<file path="src/rtl/bus_master_arbiter.sv">
// Two-master round-robin arbiter for the serial system-bus port of the interconnect.
// The grant is held for a whole transaction, with an optional forced release after MAX_HOLD cycles.
module bus_master_arbiter #(
    parameter int unsigned MAX_HOLD = 64
) (
    input  logic clk,
    input  logic rst,
    // master 1
    input  logic m1_req,
    output logic m1_grant,
    input  logic m1_mode,
    input  logic m1_wr_bus,
    input  logic m1_master_valid,
    input  logic m1_master_ready,
    output logic m1_rd_bus,
    output logic m1_ack,
    output logic m1_slave_ready,
    output logic m1_slave_valid,
    // master 2
    input  logic m2_req,
    output logic m2_grant,
    input  logic m2_mode,
    input  logic m2_wr_bus,
    input  logic m2_master_valid,
    input  logic m2_master_ready,
    output logic m2_rd_bus,
    output logic m2_ack,
    output logic m2_slave_ready,
    output logic m2_slave_valid,
    // interconnect master port
    output logic b_mode,
    output logic b_wr_bus,
    output logic b_master_valid,
    output logic b_master_ready,
    input  logic b_rd_bus,
    input  logic b_ack,
    input  logic b_slave_ready,
    input  logic b_slave_valid,
    // status
    output logic owner,
    output logic timeout
);

    localparam int unsigned CNT_W = (MAX_HOLD > 0) ? $clog2(MAX_HOLD + 1) : 1;
    localparam logic [CNT_W-1:0] HOLD_LAST = CNT_W'((MAX_HOLD > 0) ? MAX_HOLD - 1 : 0);

    typedef enum logic [1:0] {
        S_IDLE    = 2'd0,
        S_BUSY    = 2'd1,
        S_RELEASE = 2'd2
    } state_t;

    state_t           r_state;
    state_t           w_next;
    logic             r_owner;
    logic             w_next_owner;
    logic             r_last_owner;
    logic             r_m1_grant;
    logic             r_m2_grant;
    logic             r_timeout;
    logic [CNT_W-1:0] r_hold_cnt;
    logic             w_owner_req;
    logic             w_force;
    logic             w_busy;

    // Next-state and arbitration decision.
    always_comb begin
        w_next       = r_state;
        w_next_owner = r_owner;
        w_force      = 1'b0;
        w_owner_req  = r_owner ? m2_req : m1_req;
        case (r_state)
            S_IDLE: begin
                if (m1_req && m2_req) begin
                    w_next       = S_BUSY;
                    w_next_owner = ~r_last_owner;
                end else if (m1_req) begin
                    w_next       = S_BUSY;
                    w_next_owner = 1'b0;
                end else if (m2_req) begin
                    w_next       = S_BUSY;
                    w_next_owner = 1'b1;
                end
            end
            S_BUSY: begin
                // A normal end wins over a coincident hold expiry.
                if (!w_owner_req) begin
                    w_next = S_RELEASE;
                end else if ((MAX_HOLD != 0) && (r_hold_cnt == HOLD_LAST)) begin
                    w_next  = S_RELEASE;
                    w_force = 1'b1;
                end
            end
            S_RELEASE: w_next = S_IDLE;
            default:   w_next = S_IDLE;
        endcase
    end

    // State, grants, hold counter and round-robin history.
    always_ff @(posedge clk) begin
        if (rst) begin
            r_state      <= S_IDLE;
            r_owner      <= 1'b0;
            r_last_owner <= 1'b1;
            r_m1_grant   <= 1'b0;
            r_m2_grant   <= 1'b0;
            r_timeout    <= 1'b0;
            r_hold_cnt   <= '0;
        end else begin
            r_state    <= w_next;
            r_owner    <= w_next_owner;
            r_m1_grant <= (w_next == S_BUSY) && !w_next_owner;
            r_m2_grant <= (w_next == S_BUSY) && w_next_owner;
            r_timeout  <= w_force;
            case (r_state)
                S_BUSY: r_hold_cnt <= r_hold_cnt + CNT_W'(1);
                S_RELEASE: begin
                    r_hold_cnt   <= '0;
                    r_last_owner <= r_owner;
                end
                default: r_hold_cnt <= '0;
            endcase
        end
    end

    assign w_busy = (r_state == S_BUSY);

    // Granted master's serial signals pass straight through; everything else idles at 0.
    assign b_mode         = w_busy & (r_owner ? m2_mode         : m1_mode);
    assign b_wr_bus       = w_busy & (r_owner ? m2_wr_bus       : m1_wr_bus);
    assign b_master_valid = w_busy & (r_owner ? m2_master_valid : m1_master_valid);
    assign b_master_ready = w_busy & (r_owner ? m2_master_ready : m1_master_ready);

    assign m1_rd_bus      = w_busy & !r_owner & b_rd_bus;
    assign m1_ack         = w_busy & !r_owner & b_ack;
    assign m1_slave_ready = w_busy & !r_owner & b_slave_ready;
    assign m1_slave_valid = w_busy & !r_owner & b_slave_valid;
    assign m2_rd_bus      = w_busy & r_owner & b_rd_bus;
    assign m2_ack         = w_busy & r_owner & b_ack;
    assign m2_slave_ready = w_busy & r_owner & b_slave_ready;
    assign m2_slave_valid = w_busy & r_owner & b_slave_valid;

    assign m1_grant = r_m1_grant;
    assign m2_grant = r_m2_grant;
    assign owner    = r_owner;
    assign timeout  = r_timeout;

endmodule

</file>
<file path="config.mk">
export PLATFORM = sky130hd
export DESIGN_NAME = bus_master_arbiter
export DESIGN_NICKNAME = d
export VERILOG_FILES = /design/src/rtl/bus_master_arbiter.sv
export SDC_FILE = /design/constraint.sdc
export NUM_CORES = 1
export LEC_CHECK = 0
export ABC_AREA = 1
export CORE_ASPECT_RATIO = 0.8
export CORE_MARGIN = 1.5
export CORE_UTILIZATION = 43
export DETAILED_ROUTE_END_ITERATION = 6
export MAX_ROUTING_LAYER = met4
export PLACE_DENSITY = 0.84
export SETUP_SLACK_MARGIN = 0.1
export SYNTH_ARGS = -nofsm -noshare
export SYNTH_HDL_FRONTEND = slang
export SYNTH_SLANG_ARGS = --single-unit
</file>
<file path="constraint.sdc">
create_clock -name clk -period 3.3 [get_ports clk]
set_input_delay 0.33 -clock clk [delete_from_list [all_inputs] [get_ports clk]]
set_output_delay 0.33 -clock clk [all_outputs]
set_load 0.05 [all_outputs]
</file>
==> metrics.txt, run 1 <==
maxcap violations 0; Synth cell types 21; pre-CTS setup slack roughly 1.1 ns; Worst setup EP type primary output; Max Clock Freq 0.4324 GHz; layout overhead on the synthesized area 52.46%; Die Height 39.36 µm; postcts setup bufs 0; Core Box Area approximately 1500 µm²; final-stage net count 150; HP Start r_hold_cnt[0]$_SDFF_PP0_; routed length per instance 12.03 µm; antenna-violating nets left 0; Syn. warnings 0; arrival time at the worst endpoint 1.98 ns; CTS tree built; Tot GR Track Use between 20% and 30%; CTS resizes 0; initial core utilization roughly half; synthesized instance count 97; footprint of the multi-input gates 369.1 µm²; Clock Latency Late Sink about 0.28 ns; die area roughly 1900 µm²; total number of vias between 700 and 800; Tightest Pin Transition around 0.53 ns; Power, Total between 0.4 and 0.5 mW; sequential share of the synthesized area roughly 39%; Layout Cells excl Fill between 150 and 200; crit-path cells inv_2 > nor2_4 > inv_6 > a21oi_1 > clkdlybuf4s50_1; Root Driver clkbuf_4; total negative slack 0 ns; CTS sink cnt 14; Period minus WS final about 2.3 ns; period utilization 70.08%; Final Max Tran Viols 0; # rows 12; IO Count 32; GPL Wtd Cong around 0.78; Clock Pin Slew Worst Setup and Hold Paths roughly 0.080 ns; status completed; cell area power density 413.7 nW/µm²; Critical Path Source Type flop; Setup Viol. Count Final 0; Clock H-tree levels 1; DPL Wire Length ~1500 µm; number of synthesized flops with an enable pin 0; Hold Crit Class reg -> reg; vias in the first global route 630; FFs w/ async S/R, synth 0%; Setup Skew approximately 0.0023 ns; initial antenna violation count 0; CP Data Required Time between 2 and 3 ns; vias per inst approximately 4.8; Post-Syn Area 710.7 µm²; Die X 48.45 µm; initial drt markers 16; crit path max fanout 6; largest net degree at the start of global routing 9; Mapped Nets approximately 110; maximum clock path buffer count 2; commonest non-fill, non-tap cell in the layout clkdlybuf4s50_1; most frequent cells in the layout 31 x clkdlybuf4s50_1, 18 x nand2_1, 15 x nor2_1, 14 x dfxtp_1, 11 x inv_1; DRC violations left 0; Routed WL between 1500 and 2000 µm; global-route wire length before repair between 2000 and 3000 µm; fillers approximately 130; Max VDD drop 0.3123 mV; relative slew slack between 60% and 70%; input/output buffers 31; slowest CP cell clkdlybuf4s50_1; Critical R2R Launch r_hold_cnt[0]$_SDFF_PP0_; CP Class reg -> out; main flop type after synthesis dfxtp_1; Static Leak 0.4406 nW; Sequential cell area between 200 and 300 µm²; CTS Hold Bufs 0; Hold Vio Cnt, Final 0; Worst path max stage delay 0.86 ns; Post-Place Cells ~150; share of post-route cells with drive strength above 1 roughly 17%; RSZ-0062 raised after global routing no; Worst Setup SP r_state[0]$_SDFF_PP0_; antenna cells 0; number of synthesized register bits 14; grt ovf 0; worst setup margin slightly below 1 ns; Mapped Avg Cell Area about 7.3 µm²; DR pass1 iterations 4; CTS buffer count 3
-- area by class of cell --
cell class | instances | share of cell area (%)
tap | 21 | 2.425
multi-input combinational | 68 | 34.06
inverter | 15 | 5.658
timing repair buffer | 31 | 28.64
sequential | 14 | 25.87
clock buffer | 4 | 3.349
-- through the flow --
step	hold slack [ns]	area (µm²)	utilization, %
3_3_place_gp	0.4296	1047	71.17
5_1_grt	0.4984	1084	73.64
2_1_floorplan	0.3961	710.7	-
6_report	0.4505	1084	73.64
3_5_place_dp	0.4460	1047	71.17
4_1_cts	0.4584	1084	73.64
-- worst paths after layout --
path / endpoint / slack, ns / depth (start not counted)
hold reg to reg: r_hold_cnt[0]$_SDFF_PP0_ / 0.45 / 1
setup / recovery: b_master_valid / 0.99 / 5
hold / removal: r_hold_cnt[0]$_SDFF_PP0_ / 0.45 / 1
setup reg to reg: m2_grant$_SDFF_PP0_ / 2.00 / 7
-- metal layers --
metal | up-vias | GRT usage [%] | share of wire (%)
li1 | 372 | - | -
met1 | 331 | 25.12 | 44
met2 | 23 | 32.64 | 50
met3 | 7 | 7.252 | 4.0
met4 | 0 | 11.43 | 2.2
met5 | - | - | 0
-- Yosys cell counts, types with 3 or more instances --
cell / count / area share [%]
nand2_1: 18 / 9.5
nor2_1: 15 / 7.9
dfxtp_1: 14 / 39
inv_1: 11 / 5.8
a21oi_1: 9 / 6.3
nand2_2: 4 / 3.5
inv_2: 3 / 1.6
nand3_1: 3 / 2.1
nor2_4: 3 / 4.8
-- where the power goes --
part           switching (mW)  internal (mW)  total [mW]
clock                  0.0536         0.0671       0.121
combinational          0.0916         0.0528       0.144
sequential            0.00692          0.176       0.183
-- critical path: cells and delay by family (launching register included) --
kind | cells | cell delay (ns)
buffers and inverters | 3 | 0.99
AO/OA/AOI/OAI | 1 | 0.17
AND/OR/NAND/NOR | 1 | 0.14
flip-flops | 1 | 0.40
-- state kept, by name, summed over array words and instances, names as in the netlist --
| register | count |
|---|---|
| m1_grant | 1 |
| r_hold_cnt | 7 |
| r_last_owner | 1 |
| owner | 1 |
| r_state | 2 |
| timeout | 1 |
| m2_grant | 1 |
-- logic make-up (layout without fill, tap and decap cells) --
logic type | Yosys count | count (layout) | share of synthesized area [%]
AND/OR/NAND/NOR | 52 | 52 | 38.90
flip-flops | 14 | 14 | 39.44
buffers and inverters | 15 | 50 | 8.627
adder cells (fa/ha/maj) | 1 | 1 | 1.760
AO/OA/AOI/OAI | 15 | 15 | 11.27
No activity file was read; power rests on OpenSTA's default activity.
==> run 2, diff against run 1 <==
- CORE_UTILIZATION: 43 -> 40
- PLACE_DENSITY: 0.84 -> 0.79
- clock period: 3.3 -> 2.3 ns (I/O delays scaled with it)
==> run 2 against run 1 <==
Cell area up 0.46%. Utilization fell by 7.4 points. Clock power grew 12%. Sequential share of layout area down 0.12 points. Die area up 7.0%. Global-route usage fell by 3.7 points. Largest cell class unchanged. Largest power group unchanged.
==> metrics.txt, run 2 (synthesis gave the netlist of run 1 again) <==
reg2reg path depth 7 (unchanged); initial antenna violation count 0 (unchanged); Largest register FFs 7 (unchanged); Setup Skew 0.003034 ns (+0.0007671 ns); maxcap violations 0 (unchanged); Die X 50.13 µm (+3.5%); Final Max Tran Viols 0 (unchanged); Static Leak 0.5931 nW (+35%); IO Count 32 (unchanged); Layout Cells excl Fill 153 (unchanged); Clock Latency Late Sink 0.28 ns (about the same); Min-Delay Endpoint r_hold_cnt[0]$_SDFF_PP0_; routed length per instance 10.83 µm (-10%); # rows 13 (+1); CTS sink cnt 14 (unchanged); CTS tree built; flop-to-flop setup slack 1.00 ns (-1.00 ns); status completed; GPL Wtd Cong 0.6818 (-12%); Critical R2R Launch r_hold_cnt[0]$_SDFF_PP0_; Hold Vio Cnt, Final 0 (unchanged); footprint of the multi-input gates 369.1 µm² (unchanged); DPL Wire Length 1353 µm (-9.0%); Root Driver clkbuf_4; Hold Crit Class reg -> reg; die area 2040 µm² (+7.0%); CP Data Required Time 2.07 ns (-0.90 ns); CP Class reg -> out; Core Box Area 1643 µm² (+12%); initial drt markers 4 (-12); placed cell area 1044 µm² (-0.36%); vias per inst 4.686 (-2.2%); total negative slack 0 ns (unchanged); commonest non-fill, non-tap cell in the layout clkdlybuf4s50_1; initial core utilization 43.26% (-5.0 points); worst setup margin 0.1857 ns (-0.8018 ns); relative slew slack 64.98% (+0.74 points); vias in the first global route 576 (-8.6%); Post-Place Cells 150 (+0.67%); DR pass1 iterations 3 (-1); maximum clock path buffer count 2 (unchanged); period utilization around nine tenths; Max Clock Freq 0.4730 GHz; Max VDD drop 0.3292 mV (+5.4%); antenna-violating nets left 0 (unchanged); HP Start r_hold_cnt[0]$_SDFF_PP0_; Top Registers r_hold_cnt: 7 flops, r_state: 2 flops; crit path max fanout 6 (unchanged); input/output buffers 31 (unchanged); grt ovf 0 (unchanged); Period minus WS final 2.114 ns; CTS Hold Bufs 0 (unchanged); Clock H-tree levels 1 (unchanged); CTS buffer count 3 (unchanged); layout overhead on the synthesized area 53.17%; DRC violations left 0 (unchanged); Worst Hold Depth 1 (unchanged); fin area 1089 µm² (+0.46%); pre-CTS setup slack 0.3271 ns (-0.7788 ns); largest net degree at the start of global routing 9 (unchanged); Clock Pin Slew Worst Setup and Hold Paths 0.08 ns (about the same); cell area power density 550.8 nW/µm² (+33%); Reg with most FFs r_hold_cnt; Critical Path Source Type flop; Tightest Pin Transition 0.5245 ns (-0.01031 ns); Die Height 40.70 µm (+3.4%); total number of vias 717 (-2.2%); fillers 145 (+9.0%); Routed WL 1657 µm (-10%); RSZ-0062 raised after global routing no; RR Endpoint m2_grant$_SDFF_PP0_; antenna cells 0 (unchanged); share of post-route cells with drive strength above 1 17.56% (+0.89 points); Setup Viol. Count Final 0 (unchanged); Sequential cell area 280.3 µm² (unchanged); arrival time at the worst endpoint 1.88 ns (-0.10 ns); Tot GR Track Use 17.49% (-3.7 points); most frequent cells in the layout 20 x clkdlybuf4s50_1, 18 x nand2_1, 15 x nor2_1, 14 x dfxtp_1, 11 x inv_1; hold_ws 0.4517 ns (+0.001269 ns); final-stage net count 150 (unchanged); global-route wire length before repair 2421 µm (-13%); Worst setup EP type primary output
==> run 2: worst max-delay path by stage <==
| stage | startpoint | endpoint | slack (ns) | depth (start not counted) |
|---|---|---|---|---|
| after floorplan | owner$_SDFF_PP0_ | b_master_ready | 0.44 | 2 |
| after global placement | m2_master_ready | b_master_ready | 0.36 | 4 |
| after detailed placement | m2_master_ready | b_master_ready | 0.33 | 4 |
| after CTS | r_state[0]$_SDFF_PP0_ | m1_slave_ready | 0.11 | 5 |
| after global routing | r_state[0]$_SDFF_PP0_ | b_mode | 0.11 | 5 |
| final | r_state[0]$_SDFF_PP0_ | b_mode | 0.19 | 5 |
==> run 2: area by class of cell <==
type | count | area share, %
clock buffer | 3 | 2.069
multi-input combinational | 68 | 33.91
sequential | 14 | 25.75
timing repair buffer | 31 | 30.12
tap | 22 | 2.529
inverter | 15 | 5.632
==> run 2: critical path, stage by stage, from the launching register on <==
cell and delay [ns]:
dfxtp_1 0.40, inv_2 0.06, nor2_4 0.15, inv_6 0.07
a21oi_1 0.11, clkdlybuf4s50_1 0.82
==> run 2: stage by stage <==
step	power [mW]	utilization [%]
final	0.5995	66.26
after global routing	0.6309	66.26
after CTS	0.6079	64.89
after detailed placement	0.4714	63.52
after global placement	0.4679	63.52
after floorplan	0.3969	-
==> run 2: timing repair <==
item / in CTS / in global routing
buffers inserted: 0 / 0
endpoints found under the setup margin: 0 / 9
gates resized for setup: 0 / 9
endpoints found under the hold margin: 0 / 0
==> run 2: power breakdown <==
part           internal [mW]  leakage, nW  switching [mW]
Sequential             0.253        0.114         0.00963
Combinational         0.0738        0.465           0.128
Clock                 0.0607       0.0138          0.0747
==> run 2: layer usage <==
| metal | track usage, % | part of all wire [%] |
|---|---|---|
| met1 | 21.05 | 47 |
| met2 | 25.33 | 50 |
| met3 | 6.934 | 2.4 |
| met4 | 9.722 | 0.78 |
| met5 | - | 0 |
